--- config.mk ---
export PLATFORM = sky130hd
export DESIGN_NAME = icache_assoc_flat
export DESIGN_NICKNAME = d
export VERILOG_FILES = /design/src/rtl/icache_assoc_pkg.sv /design/src/rtl/icache_assoc_if.sv /design/src/rtl/icache_way.sv /design/src/rtl/icache_assoc.sv /design/src/flat_wrapper.sv
export SDC_FILE = /design/constraint.sdc
export NUM_CORES = 1
export LEC_CHECK = 0
export CAP_MARGIN = 15
export CORE_MARGIN = 2
export CORE_UTILIZATION = 29
export CTS_BUF_LIST = sky130_fd_sc_hd__clkbuf_8
export CTS_CLUSTER_SIZE = 16
export DETAILED_ROUTE_END_ITERATION = 10
export HOLD_SLACK_MARGIN = 0.03
export SLEW_MARGIN = 10
export SYNTH_ARGS = -nofsm -noshare
export SYNTH_HDL_FRONTEND = slang
export SYNTH_SLANG_ARGS = --single-unit
--- constraint.sdc ---
create_clock -name clk -period 15.57 [get_ports clk]
set_input_delay 2.3355 -clock clk [delete_from_list [all_inputs] [get_ports clk]]
set_output_delay 2.3355 -clock clk [all_outputs]
set_load 0.1 [all_outputs]
--- src/rtl/icache_assoc_pkg.sv ---
// Shared types, width helpers and pseudo-LRU helpers for the associative instruction cache.
package icache_assoc_pkg;

    typedef enum logic [1:0] {
        S_IDLE  = 2'd0,
        S_FETCH = 2'd1,
        S_FLUSH = 2'd2
    } state_e;

    function automatic int off_w(input int words);
        return $clog2(words);
    endfunction

    function automatic int idx_w(input int sets);
        return $clog2(sets);
    endfunction

    function automatic int tag_w(input int addr_w, input int sets, input int words);
        return addr_w - $clog2(sets) - $clog2(words);
    endfunction

    // 4-way tree bits: b[0] picks the half, b[1] ways 0/1, b[2] ways 2/3; each points away from the last use.
    function automatic logic [1:0] plru_victim(input int ways, input logic [2:0] b);
        logic [1:0] v;
        v = 2'd0;
        if (ways == 4) v = b[0] ? {1'b1, b[2]} : {1'b0, b[1]};
        else if (ways == 2) v = {1'b0, b[0]};
        return v;
    endfunction

    function automatic logic [2:0] plru_update(input int ways, input logic [2:0] b, input logic [1:0] w);
        logic [2:0] r;
        r = b;
        if (ways == 4) begin
            r[0] = ~w[1];
            if (w[1]) r[2] = ~w[0];
            else      r[1] = ~w[0];
        end else if (ways == 2) begin
            r[0] = ~w[0];
        end
        return r;
    endfunction

endpackage

--- src/rtl/icache_assoc_if.sv ---
// Fetch-side and memory-side signals of the instruction cache.
interface icache_assoc_if
    import icache_assoc_pkg::*;
#(
    parameter int ADDR_W = 30,
    parameter int WORD_W = 32,
    parameter int WORDS  = 4
);
    localparam int OFF_W = off_w(WORDS);

    // A fetch completes in the cycle proc_read=1 and proc_stall=0 (proc_addr held until then);
    // a refill completes in the cycle mem_read=1 and mem_ready=1 (mem_addr held until then).
    logic                      proc_read;
    logic [ADDR_W-1:0]         proc_addr;
    logic                      proc_stall;
    logic [WORD_W-1:0]         proc_rdata;
    logic                      flush;
    logic                      flush_busy;
    logic                      mem_read;
    logic [ADDR_W-OFF_W-1:0]   mem_addr;
    logic [WORDS*WORD_W-1:0]   mem_rdata;
    logic                      mem_ready;

    modport master (
        output proc_read, proc_addr, flush, mem_rdata, mem_ready,
        input  proc_stall, proc_rdata, flush_busy, mem_read, mem_addr
    );

    modport slave (
        input  proc_read, proc_addr, flush, mem_rdata, mem_ready,
        output proc_stall, proc_rdata, flush_busy, mem_read, mem_addr
    );

endinterface

--- src/rtl/icache_way.sv ---
// One cache way: valid/tag/block storage for every set, tag compare on the lookup index.
module icache_way #(
    parameter int SETS    = 4,
    parameter int IDX_W   = 2,
    parameter int TAG_W   = 26,
    parameter int BLOCK_W = 128
) (
    input  logic               clk,
    input  logic               rst,
    input  logic [IDX_W-1:0]   rd_idx_i,
    input  logic [TAG_W-1:0]   rd_tag_i,
    output logic               hit_o,
    output logic               valid_o,
    output logic [BLOCK_W-1:0] rdata_o,
    input  logic               we_i,
    input  logic [IDX_W-1:0]   wr_idx_i,
    input  logic [TAG_W-1:0]   wr_tag_i,
    input  logic [BLOCK_W-1:0] wr_data_i,
    input  logic               clr_i,
    input  logic [IDX_W-1:0]   clr_idx_i
);
    logic [SETS-1:0]    valid_q;
    logic [TAG_W-1:0]   tag_q  [SETS];
    logic [BLOCK_W-1:0] data_q [SETS];

    always_ff @(posedge clk) begin
        if (rst) begin
            valid_q <= '0;
        end else begin
            if (clr_i) valid_q[clr_idx_i] <= 1'b0;
            if (we_i)  valid_q[wr_idx_i]  <= 1'b1;
        end
    end

    always_ff @(posedge clk) begin
        if (we_i) begin
            tag_q[wr_idx_i]  <= wr_tag_i;
            data_q[wr_idx_i] <= wr_data_i;
        end
    end

    assign valid_o = valid_q[rd_idx_i];
    assign hit_o   = valid_o && (tag_q[rd_idx_i] == rd_tag_i);
    assign rdata_o = data_q[rd_idx_i];

endmodule

--- src/rtl/icache_assoc.sv ---
// Read-only set-associative instruction cache: lookup/refill/flush FSM, PLRU state and refill bypass.
module icache_assoc
    import icache_assoc_pkg::*;
#(
    parameter int WAYS   = 2,
    parameter int SETS   = 4,
    parameter int WORDS  = 4,
    parameter int WORD_W = 32,
    parameter int ADDR_W = 30
) (
    input  logic           clk,
    input  logic           rst,
    icache_assoc_if.slave  bus,
    output state_e         state_o
);
    localparam int OFF_W   = off_w(WORDS);
    localparam int IDX_W   = idx_w(SETS);
    localparam int TAG_W   = tag_w(ADDR_W, SETS, WORDS);
    localparam int BLOCK_W = WORDS * WORD_W;

    state_e            state_q, state_d;
    logic [ADDR_W-1:0] addr_q, addr_d;
    logic [1:0]        victim_q, victim_d;
    logic [IDX_W-1:0]  cnt_q, cnt_d;
    logic              flush_pend_q, flush_pend_d;
    logic [2:0]        plru_q [SETS];

    logic [ADDR_W-1:0] look_addr;
    logic [TAG_W-1:0]  look_tag;
    logic [IDX_W-1:0]  look_idx;
    logic [OFF_W-1:0]  look_off;
    logic [WAYS-1:0]   hit_w, vld_w;
    logic [BLOCK_W-1:0] blk_w [WAYS];
    logic              hit_any, flush_pend;
    logic [1:0]        hit_way, victim, plru_way;
    logic [WORD_W-1:0] hit_word, byp_word;
    logic              serve_hit, bypass, fill, clr, plru_upd, mem_read;

    // While refilling, the latched address drives the lookup so the victim line is addressed.
    assign look_addr  = (state_q == S_FETCH) ? addr_q : bus.proc_addr;
    assign look_tag   = look_addr[ADDR_W-1 -: TAG_W];
    assign look_idx   = look_addr[OFF_W +: IDX_W];
    assign look_off   = look_addr[OFF_W-1:0];
    assign flush_pend = flush_pend_q | bus.flush;

    for (genvar w = 0; w < WAYS; w++) begin : g_way
        icache_way #(.SETS(SETS), .IDX_W(IDX_W), .TAG_W(TAG_W), .BLOCK_W(BLOCK_W)) u_way (
            .clk       (clk),
            .rst       (rst),
            .rd_idx_i  (look_idx),
            .rd_tag_i  (look_tag),
            .hit_o     (hit_w[w]),
            .valid_o   (vld_w[w]),
            .rdata_o   (blk_w[w]),
            .we_i      (fill && !rst && (victim_q == 2'(w))),
            .wr_idx_i  (addr_q[OFF_W +: IDX_W]),
            .wr_tag_i  (addr_q[ADDR_W-1 -: TAG_W]),
            .wr_data_i (bus.mem_rdata),
            .clr_i     (clr),
            .clr_idx_i (cnt_q)
        );
    end

    always_comb begin
        hit_any  = |hit_w;
        hit_way  = 2'd0;
        hit_word = '0;
        victim   = plru_victim(WAYS, plru_q[look_idx]);
        for (int w = WAYS - 1; w >= 0; w--) begin
            if (hit_w[w]) hit_way = 2'(w);
            if (!vld_w[w]) victim = 2'(w);
        end
        for (int w = 0; w < WAYS; w++)
            for (int i = 0; i < WORDS; i++)
                if (hit_w[w] && look_off == OFF_W'(i)) hit_word = blk_w[w][i*WORD_W +: WORD_W];
        byp_word = '0;
        for (int i = 0; i < WORDS; i++)
            if (addr_q[OFF_W-1:0] == OFF_W'(i)) byp_word = bus.mem_rdata[i*WORD_W +: WORD_W];
    end

    always_comb begin
        state_d      = state_q;
        addr_d       = addr_q;
        victim_d     = victim_q;
        cnt_d        = cnt_q;
        flush_pend_d = flush_pend;
        serve_hit    = 1'b0;
        bypass       = 1'b0;
        fill         = 1'b0;
        clr          = 1'b0;
        plru_upd     = 1'b0;
        plru_way     = hit_way;
        mem_read     = 1'b0;
        case (state_q)
            S_IDLE: begin
                if (flush_pend) begin
                    state_d      = S_FLUSH;
                    cnt_d        = '0;
                    flush_pend_d = 1'b0;
                end else if (bus.proc_read) begin
                    if (hit_any) begin
                        serve_hit = 1'b1;
                        plru_upd  = 1'b1;
                    end else begin
                        addr_d   = bus.proc_addr;
                        victim_d = victim;
                        state_d  = S_FETCH;
                    end
                end
            end
            S_FETCH: begin
                mem_read = 1'b1;
                if (bus.mem_ready) begin
                    fill     = 1'b1;
                    bypass   = 1'b1;
                    plru_upd = 1'b1;
                    plru_way = victim_q;
                    if (flush_pend) begin
                        state_d      = S_FLUSH;
                        cnt_d        = '0;
                        flush_pend_d = 1'b0;
                    end else begin
                        state_d = S_IDLE;
                    end
                end
            end
            S_FLUSH: begin
                clr          = 1'b1;
                flush_pend_d = 1'b0;
                cnt_d        = cnt_q + IDX_W'(1);
                if (cnt_q == IDX_W'(SETS - 1)) state_d = S_IDLE;
            end
            default: state_d = S_IDLE;
        endcase
    end

    always_ff @(posedge clk) begin
        if (rst) begin
            state_q      <= S_IDLE;
            addr_q       <= '0;
            victim_q     <= 2'd0;
            cnt_q        <= '0;
            flush_pend_q <= 1'b0;
        end else begin
            state_q      <= state_d;
            addr_q       <= addr_d;
            victim_q     <= victim_d;
            cnt_q        <= cnt_d;
            flush_pend_q <= flush_pend_d;
        end
    end

    always_ff @(posedge clk) begin
        if (rst) begin
            for (int s = 0; s < SETS; s++) plru_q[s] <= 3'd0;
        end else if (clr) begin
            plru_q[cnt_q] <= 3'd0;
        end else if (plru_upd) begin
            plru_q[look_idx] <= plru_update(WAYS, plru_q[look_idx], plru_way);
        end
    end

    assign bus.proc_stall = bus.proc_read && !serve_hit && !bypass;
    assign bus.proc_rdata = serve_hit ? hit_word : (bypass ? byp_word : '0);
    assign bus.mem_read   = mem_read;
    assign bus.mem_addr   = addr_q[ADDR_W-1:OFF_W];
    assign bus.flush_busy = flush_pend || (state_q == S_FLUSH);
    assign state_o        = state_q;

endmodule

--- src/flat_wrapper.sv ---
// flat-port wrapper written by rule: the top's interface ports become plain ports
module icache_assoc_flat import icache_assoc_pkg::*;
#(
    parameter int WAYS   = 2,
    parameter int SETS   = 4,
    parameter int WORDS  = 4,
    parameter int WORD_W = 32,
    parameter int ADDR_W = 30
)
  (clk, rst, state_o, bus_proc_read, bus_proc_addr, bus_flush, bus_mem_rdata, bus_mem_ready, bus_proc_stall, bus_proc_rdata, bus_flush_busy, bus_mem_read, bus_mem_addr);
  icache_assoc_if #(.ADDR_W(ADDR_W), .WORD_W(WORD_W), .WORDS(WORDS)) bus_i ();
  input  logic clk;
  input  logic rst;
  output state_e state_o;
  input wire logic [$bits(bus_i.proc_read)-1:0] bus_proc_read;
  input wire logic [$bits(bus_i.proc_addr)-1:0] bus_proc_addr;
  input wire logic [$bits(bus_i.flush)-1:0] bus_flush;
  input wire logic [$bits(bus_i.mem_rdata)-1:0] bus_mem_rdata;
  input wire logic [$bits(bus_i.mem_ready)-1:0] bus_mem_ready;
  output wire logic [$bits(bus_i.proc_stall)-1:0] bus_proc_stall;
  output wire logic [$bits(bus_i.proc_rdata)-1:0] bus_proc_rdata;
  output wire logic [$bits(bus_i.flush_busy)-1:0] bus_flush_busy;
  output wire logic [$bits(bus_i.mem_read)-1:0] bus_mem_read;
  output wire logic [$bits(bus_i.mem_addr)-1:0] bus_mem_addr;
  assign bus_i.proc_read = bus_proc_read;
  assign bus_i.proc_addr = bus_proc_addr;
  assign bus_i.flush = bus_flush;
  assign bus_i.mem_rdata = bus_mem_rdata;
  assign bus_i.mem_ready = bus_mem_ready;
  assign bus_proc_stall = bus_i.proc_stall;
  assign bus_proc_rdata = bus_i.proc_rdata;
  assign bus_flush_busy = bus_i.flush_busy;
  assign bus_mem_read = bus_i.mem_read;
  assign bus_mem_addr = bus_i.mem_addr;
  icache_assoc #(.WAYS(WAYS), .SETS(SETS), .WORDS(WORDS), .WORD_W(WORD_W), .ADDR_W(ADDR_W)) u_core (.clk(clk), .rst(rst), .bus(bus_i), .state_o(state_o));
endmodule
---- Word level (Yosys, flattened, before mapping) ----
Memories as Yosys holds them, arrays and structs flattened.
Index checks and enable logic that the tools add are counted.
word-level totals
  register bits after elaboration ......... 44
  bits in writable memories ............... 1244
  input port bits ......................... 163
  logic and storage cells ................. 154
  memories kept ........................... 5
memories
  memory                        depth  bits a word  rd ports  clocked after Yosys merged registers in  write ports  line                RTL
  u_core.g_way[0].u_way.data_q  4      128          1         0                                        1            icache_way.sv:24    logic [BLOCK_W-1:0] data_q [SETS];
  u_core.g_way[1].u_way.data_q  4      128          1         0                                        1            icache_way.sv:24
  u_core.g_way[0].u_way.tag_q   4      26           1         0                                        1            icache_way.sv:23    logic [TAG_W-1:0] tag_q [SETS];
  u_core.g_way[1].u_way.tag_q   4      26           1         0                                        1            icache_way.sv:23
  u_core.plru_q                 4      3            1         0                                        4            icache_assoc.sv:26  logic [2:0] plru_q [SETS];
operators by class
  add/subtract/negate cells ............... 1
  order comparisons ....................... 5
  equal/unequal tests ..................... 16
  mux-type cells .......................... 78
  bitwise operators ....................... 9
  reduce and logical (&&, ||, !) cells .... 33
operators with widths
  operator                                                    count
  2-to-1 mux 32 bit                                           14
  == test 26 bit                                              2
  2-to-1 mux 1 bit                                            37
  2-to-1 mux 30 bit                                           1
  2-to-1 mux 4 bit                                            6
  2-to-1 mux 2 bit                                            10
  logical AND 1 bit                                           17
  == test 2 bit, second input constant                        6
  case mux 2 bit (3 select lines)                             2
  less-than comparator 2 x 3 -> 1 bit, second input constant  3
  AND 4 bit                                                   2
  zero test 2 bit                                             4
  bitwise OR 4 bit                                            2
  AND reduction 4 bit                                         2
  == test 2 x 1 -> 1 bit, second input constant               3
  2-to-1 mux 3 bit                                            2
  OR reduction 3 bit                                          2
  binary-select mux 1 bit (select 2 bit)                      2
  demux 1 bit (select 2 bit)                                  2
  >= comparator 2 x 1 -> 1 bit, second input constant         2
  NOT 4 bit                                                   1
  case mux 1 bit (2 select lines)                             2
  OR reduction 2 bit                                          2
  zero test 1 bit                                             3
  11 further kinds                                            13

---- Longest topological paths before layout ----
  depth in word-level cells ............... 16
  depth in mapped cells ................... 19
  gate-level depth less buffers ........... 11

---- Hierarchy ----
A second synthesis with hierarchy kept.
unflattened totals
  cells, all modules ...................... 2642
  area total of the unflattened synthesis .. 51559.4 µm²
modules (own cells, without submodules)
  module                               instances  cells an instance  area each (µm²)  seq. area each (µm²)
  icache_way at u_core.g_way[0].u_way  1          911                22834.4          18577.8
  icache_way at u_core.g_way[1].u_way  1          896                22779.3          18577.8
  icache_assoc                         1          835                5945.7           840.8

---- Least setup slack after synthesis ----
OpenSTA, ideal clock, no wires.
  path type ............................... input to register
  start ................................... input port bus_mem_ready
  end ..................................... memory u_core.g_way[0].u_way.data_q[0][0] (enable)
  library setup time ...................... 858 ps
  arrival time ............................ 13509 ps
  setup slack ............................. 1202 ps
  cell stages on the path ................. 4
  path through ............................ clkbuf_1 > nand2_1 > or3_1 > nor3_1
on the way
  cells in the longest elaborated chain, start to end .. 6
RTL lines
  what                                    line                 RTL
  start: declaration                      flat_wrapper.sv:19   input wire logic [$bits(bus_i.mem_ready)-1:0] bus_mem_ready;
  2-to-1 mux 1 bit                        icache_assoc.sv:113  if (bus.mem_ready) begin
  2-to-1 mux 1 bit                        icache_assoc.sv:94   case (state_q)
  logical AND 1 bit (2 in series)         icache_assoc.sv:55   .we_i (fill && !rst && (victim_q == 2'(w))),
  2-to-1 mux 1 bit                        icache_way.sv:36     if (we_i) begin
  2-to-1 mux 1 bit (implied by the code)  icache_way.sv:38     data_q[wr_idx_i] <= wr_data_i;
  end: declaration                        icache_way.sv:24
No other way between the ends.

---- Worst setup path in the final report ----
  start ................................... input port bus_proc_addr[3]
  end ..................................... output port bus_proc_rdata[3]
on the way
  cells in the longest elaborated chain, start to end .. 14
  elaborated cells between the ends (all ways) .. 35
  classes of those cells .................. 2 x eq/ne; 18 x mux; 11 x reduce/logical; 4 x memory
RTL lines
  what                                                                                  line                                RTL
  start: declaration                                                                    flat_wrapper.sv:16                  input wire logic [$bits(bus_i.proc_addr)-1:0] bus_proc_addr;
  2-to-1 mux 30 bit *                                                                   icache_assoc.sv:40                  assign look_addr = (state_q == S_FETCH) ? addr_q : bus.proc_addr;
  memory (4 x 26 bit) / binary-select mux 1 bit (select 2 bit) (equally long branches)  n/a
  == test 26 bit / 2-to-1 mux 1 bit (equally long branches)                             icache_way.sv:43, icache_way.sv:42
  logical AND 1 bit                                                                     icache_way.sv:43                    assign hit_o = valid_o && (tag_q[rd_idx_i] == rd_tag_i);
  logical AND 1 bit                                                                     icache_assoc.sv:75                  if (hit_w[w] && look_off == OFF_W'(i)) hit_word = blk_w[w][i*WORD_W +: WORD_W];
  2-to-1 mux 32 bit (8 in series)                                                       icache_assoc.sv:75
  2-to-1 mux 32 bit *                                                                   icache_assoc.sv:164                 assign bus.proc_rdata = serve_hit ? hit_word : (bypass ? byp_word : '0);
  end: declaration                                                                      flat_wrapper.sv:21                  output wire logic [$bits(bus_i.proc_rdata)-1:0] bus_proc_rdata;
Mark *: on every way between the ends. The rest lies on a longest branch, timed or not. The select of a mux whose other input is x is not followed.

==> metrics.csv <==
stage;metric;value;unit
status;outcome;finished clean;
critical_path;Critical Path Most Common Cell;buf_4;
global_routing;total track usage;0.1568;
place;dpl hpwl;83280;microns
global_routing;largest net degree at the start of global routing;105;
clock_network;CTS tree;done;
critical_path;FF-to-FF setup slack;9540;ps
critical_path;CP max-delay cell;clkdlybuf4s50_1;
critical_path;Worst Path Buf+Inv;7;
timing;Max Clock Freq;0.08748;GHz
timing;Slew headroom;0.2609;
timing;unrepaired setup endpoints after global routing;false;
global_routing;grt met2 use;0.2718;
clock_network;Post-CTS Setup Inserts;0;
clock_network;total CTS buffers;207;
global_routing;met3 Track Usage GR;0.03659;
yosys;Yosys reg bits;1280;
route;Remaining DRCs;0;
route;TritonRoute pass-1 iters;6;
floorplan;Die ar.;183200;sq um
hold_path;Hold WC Path Type;reg2reg;
critical_path;CP max stage delay;1220;ps
final_layout;area grow syn2layout;17.02;%
place;Final GP Congestion;0.8325;
critical_path;CP Max Fanout;60;
yosys;Async SR Flop Fraction;0;
final_layout;layout cells sized above 1;0.2090;
clock_network;Clock Tree Buf Depth;3;
critical_path;CP Capture Type;primary output;
clock_network;CTS sink count;1280;
power_and_ir_drop;Max VDD drop;69.67;uV
yosys;number of flops mapped to enable cells by yosys;1236;
critical_path;CP Depth;15;
timing;Clock Skew;35.75;ps
critical_path;critical path, cell by cell;clkdlybuf4s50_1, buf_4, clkinv_1, o21ai_4, buf_4, buf_4, mux4_2, nand4_1, or4_1, nor4_4, nor2b_4, buf_4, a22oi_1, o21ai_1, clkdlybuf4s50_1;
critical_path;Top Family by Delay on Critical Path;buffers and inverters;
final_layout;fillers;16750;
critical_path;FF-to-FF End;u_core.plru_q[0][0]$_SDFFCE_PN0P_;
critical_path;Critical path destination;bus_proc_rdata[3];
final_layout;NumNets Final;3255;
global_routing;vias in the first global route;29079;
critical_path;Worst R2R Start;u_core.state_o[0]$_SDFFE_PP0P_;
timing;Tcrit/Tclk final;0.7342;
final_layout;Layout Cells excl Fill;5618;
global_routing;GRT busiest layer;met2;
floorplan;die width;428.0;microns
clock_network;clk root buf;clkbuf_8;
power_and_ir_drop;Power Dens Cells;116.5;nW/um^2
power_and_ir_drop;Power Total;7.104;mW
place;Cell Count Post-Placement;5234;
critical_path;worst setup path class;in2out;
yosys;Mapped Avg Cell Area;18.79;sq um
critical_path;crit path DAT;9100;ps
global_routing;global route overflow;0;
clock_network;CTS H-Tree Depth;4;
route;DRT antenna net count;0;
route;Via density;5.016;
critical_path;critical path startpoint;bus_proc_addr[3];
floorplan;initial core utilization;0.2919;
timing;final setup TNS;0;ps
power_and_ir_drop;leakage power;19.66;nW
yosys;Cell Area, Synth;52130;sq um
global_routing;met1 usage;0.1935;
floorplan;core area;178600;sq um
floorplan;# IOs;228;
floorplan;die height;428.0;microns
timing;Final Hold Vio Count;0;
critical_path;R2R cell count;14;
global_routing;initial antenna violation count;28;
clock_network;post-CTS sizing;0;
floorplan;number of cell rows;155;
flow_run;total of max-cap violations;0;
timing;worst hold slack;456.6;ps
route;DR iter-0 viols;2710;
yosys;Synth Flop Type;edfxtp_1;
route;vias;28182;
timing;Pins Over Slew Limit;0;
clock_network;CTS Hold Bufs;0;
critical_path;critical path launch point type;primary input;
timing;fin crit period;11430;ps
final_layout;most common cell after layout, fill and taps aside;edfxtp_1;
yosys;Synth warnings;0;
global_routing;first-pass GRT wire length;208600;microns
route;total wire length;145700;microns
place;port bufs;227;
final_layout;most frequent cells in the layout;edfxtp_1 (1236), mux4_2 (292), clkdlybuf4s50_1 (225);
clock_network;clock transition at the registers of the reported paths;60;ps
critical_path;required time of the worst setup path;13230;ps
yosys;syn_nets;2941;
final_layout;Util after Layout;0.3415;
yosys;Seq/Total Area, Yosys;0.7289;
clock_network;Worst-Skew Late Latency;940;ps
route;WL/cell;25.93;microns
timing;final setup fails;0;
yosys;Syn Inst Count;2774;
yosys;post-synthesis cell type count;71;
timing;Worst-Margin Slew;1105;ps
worst reg2reg max path, stage by stage (launching register included):
cell	delay (ps)
dfxtp_1	290
buf_4	200
nand2b_4	530
inv_4	520
buf_4	540
o21ai_4	320
buf_4	430
buf_4	780
mux4_2	430
nand4_1	80
or4_1	470
nor4_4	420
nor2_1	200
o21ai_0	370
a21o_1	180
metrics by stage:
step	instance area, sq um	worst slack [ps]
finish	61000	4139
global route	61000	3863
CTS	60990	4106
detailed placement	57070	4102
global placement	57050	4191
floorplan	52130	1202
routing by layer:
metal	up-vias	routed length, microns
met5	-	198
met3	243	9243
met2	978	74790
li1	12020	-
met1	14911	57960
met4	30	3480
synth_stat cells (all sizes together) (17+ instances only):
cell type	number	area [sq um]
a21oi	97	485.5
a22oi	98	735.7
and3	34	212.7
buf	109	699.4
clkbuf	83	311.6
dfxtp	44	880.8
edfxtp	1236	37120
mux2	17	191.4
mux2i	121	1222
mux4	292	6576
nand2	122	457.9
nand2b	60	375.4
nor2	121	454.2
nor3	20	105.1
o21ai	62	310.3
o22ai	37	231.5
or3	18	112.6
xnor2	29	254.0
xor2	17	148.9
state kept, by name, summed over array words and instances, names as in the netlist:
register and cells:
u_core.g_way.u_way.data_q 1024, u_core.cnt_q 2, u_core.victim_q 1, u_core.plru_q 4, u_core.addr_q 30, u_core.flush_pend_q 1, u_core.g_way.u_way.tag_q 208, u_core.g_way.u_way.valid_q 8
u_core.state_o 2
how the worst min path moves through the flow:
stage,end,cells after the start,startpoint,slack (ps)
after detailed placement,u_core.g_way[0].u_way.valid_q[2]$_SDFF_PP0_,1,u_core.g_way[0].u_way.valid_q[2]$_SDFF_PP0_,440
after global routing,u_core.g_way[0].u_way.valid_q[0]$_SDFF_PP0_,1,u_core.g_way[0].u_way.valid_q[0]$_SDFF_PP0_,480
after global placement,u_core.g_way[0].u_way.valid_q[0]$_SDFF_PP0_,1,u_core.g_way[0].u_way.valid_q[0]$_SDFF_PP0_,430
after CTS,u_core.g_way[0].u_way.valid_q[2]$_SDFF_PP0_,1,u_core.g_way[0].u_way.valid_q[2]$_SDFF_PP0_,450
after floorplan,u_core.g_way[0].u_way.valid_q[3]$_SDFF_PP0_,1,u_core.g_way[0].u_way.valid_q[3]$_SDFF_PP0_,420
final,u_core.g_way[0].u_way.valid_q[2]$_SDFF_PP0_,1,u_core.g_way[0].u_way.valid_q[2]$_SDFF_PP0_,460
report_power, final:
| group | internal (mW) | switching (mW) |
|---|---|---|
| logic | 0.212 | 0.333 |
| clock network | 1.41 | 1.35 |
| registers | 3.78 | 0.0169 |
| total | 5.41 | 1.70 |
cell families after synthesis:
family / count (synthesis) / synth area share
mux: 430 / 0.1533
simple gates: 425 / 0.04001
xor+xnor: 46 / 0.007728
fa+ha+maj: 4 / 0.0009601
compound gates: 389 / 0.04918
flops: 1280 / 0.7289
buf+inv: 200 / 0.01997
layout make-up:
type                            instances  area, sq um  share of cell area
Sequential cell                      1280        38000              0.6230
Clock buffer                          220         3028             0.04964
Inverter                                8        32.53           0.0005333
Antenna cell                            4        10.01           0.0001641
Clock inverter                        160        895.9             0.01469
Timing Repair Buffer                  297         2825             0.04631
Tap cell                             2355         2947             0.04830
Multi-Input combinational cell       1294        13260              0.2174
No activity file was read; power rests on OpenSTA's default activity.
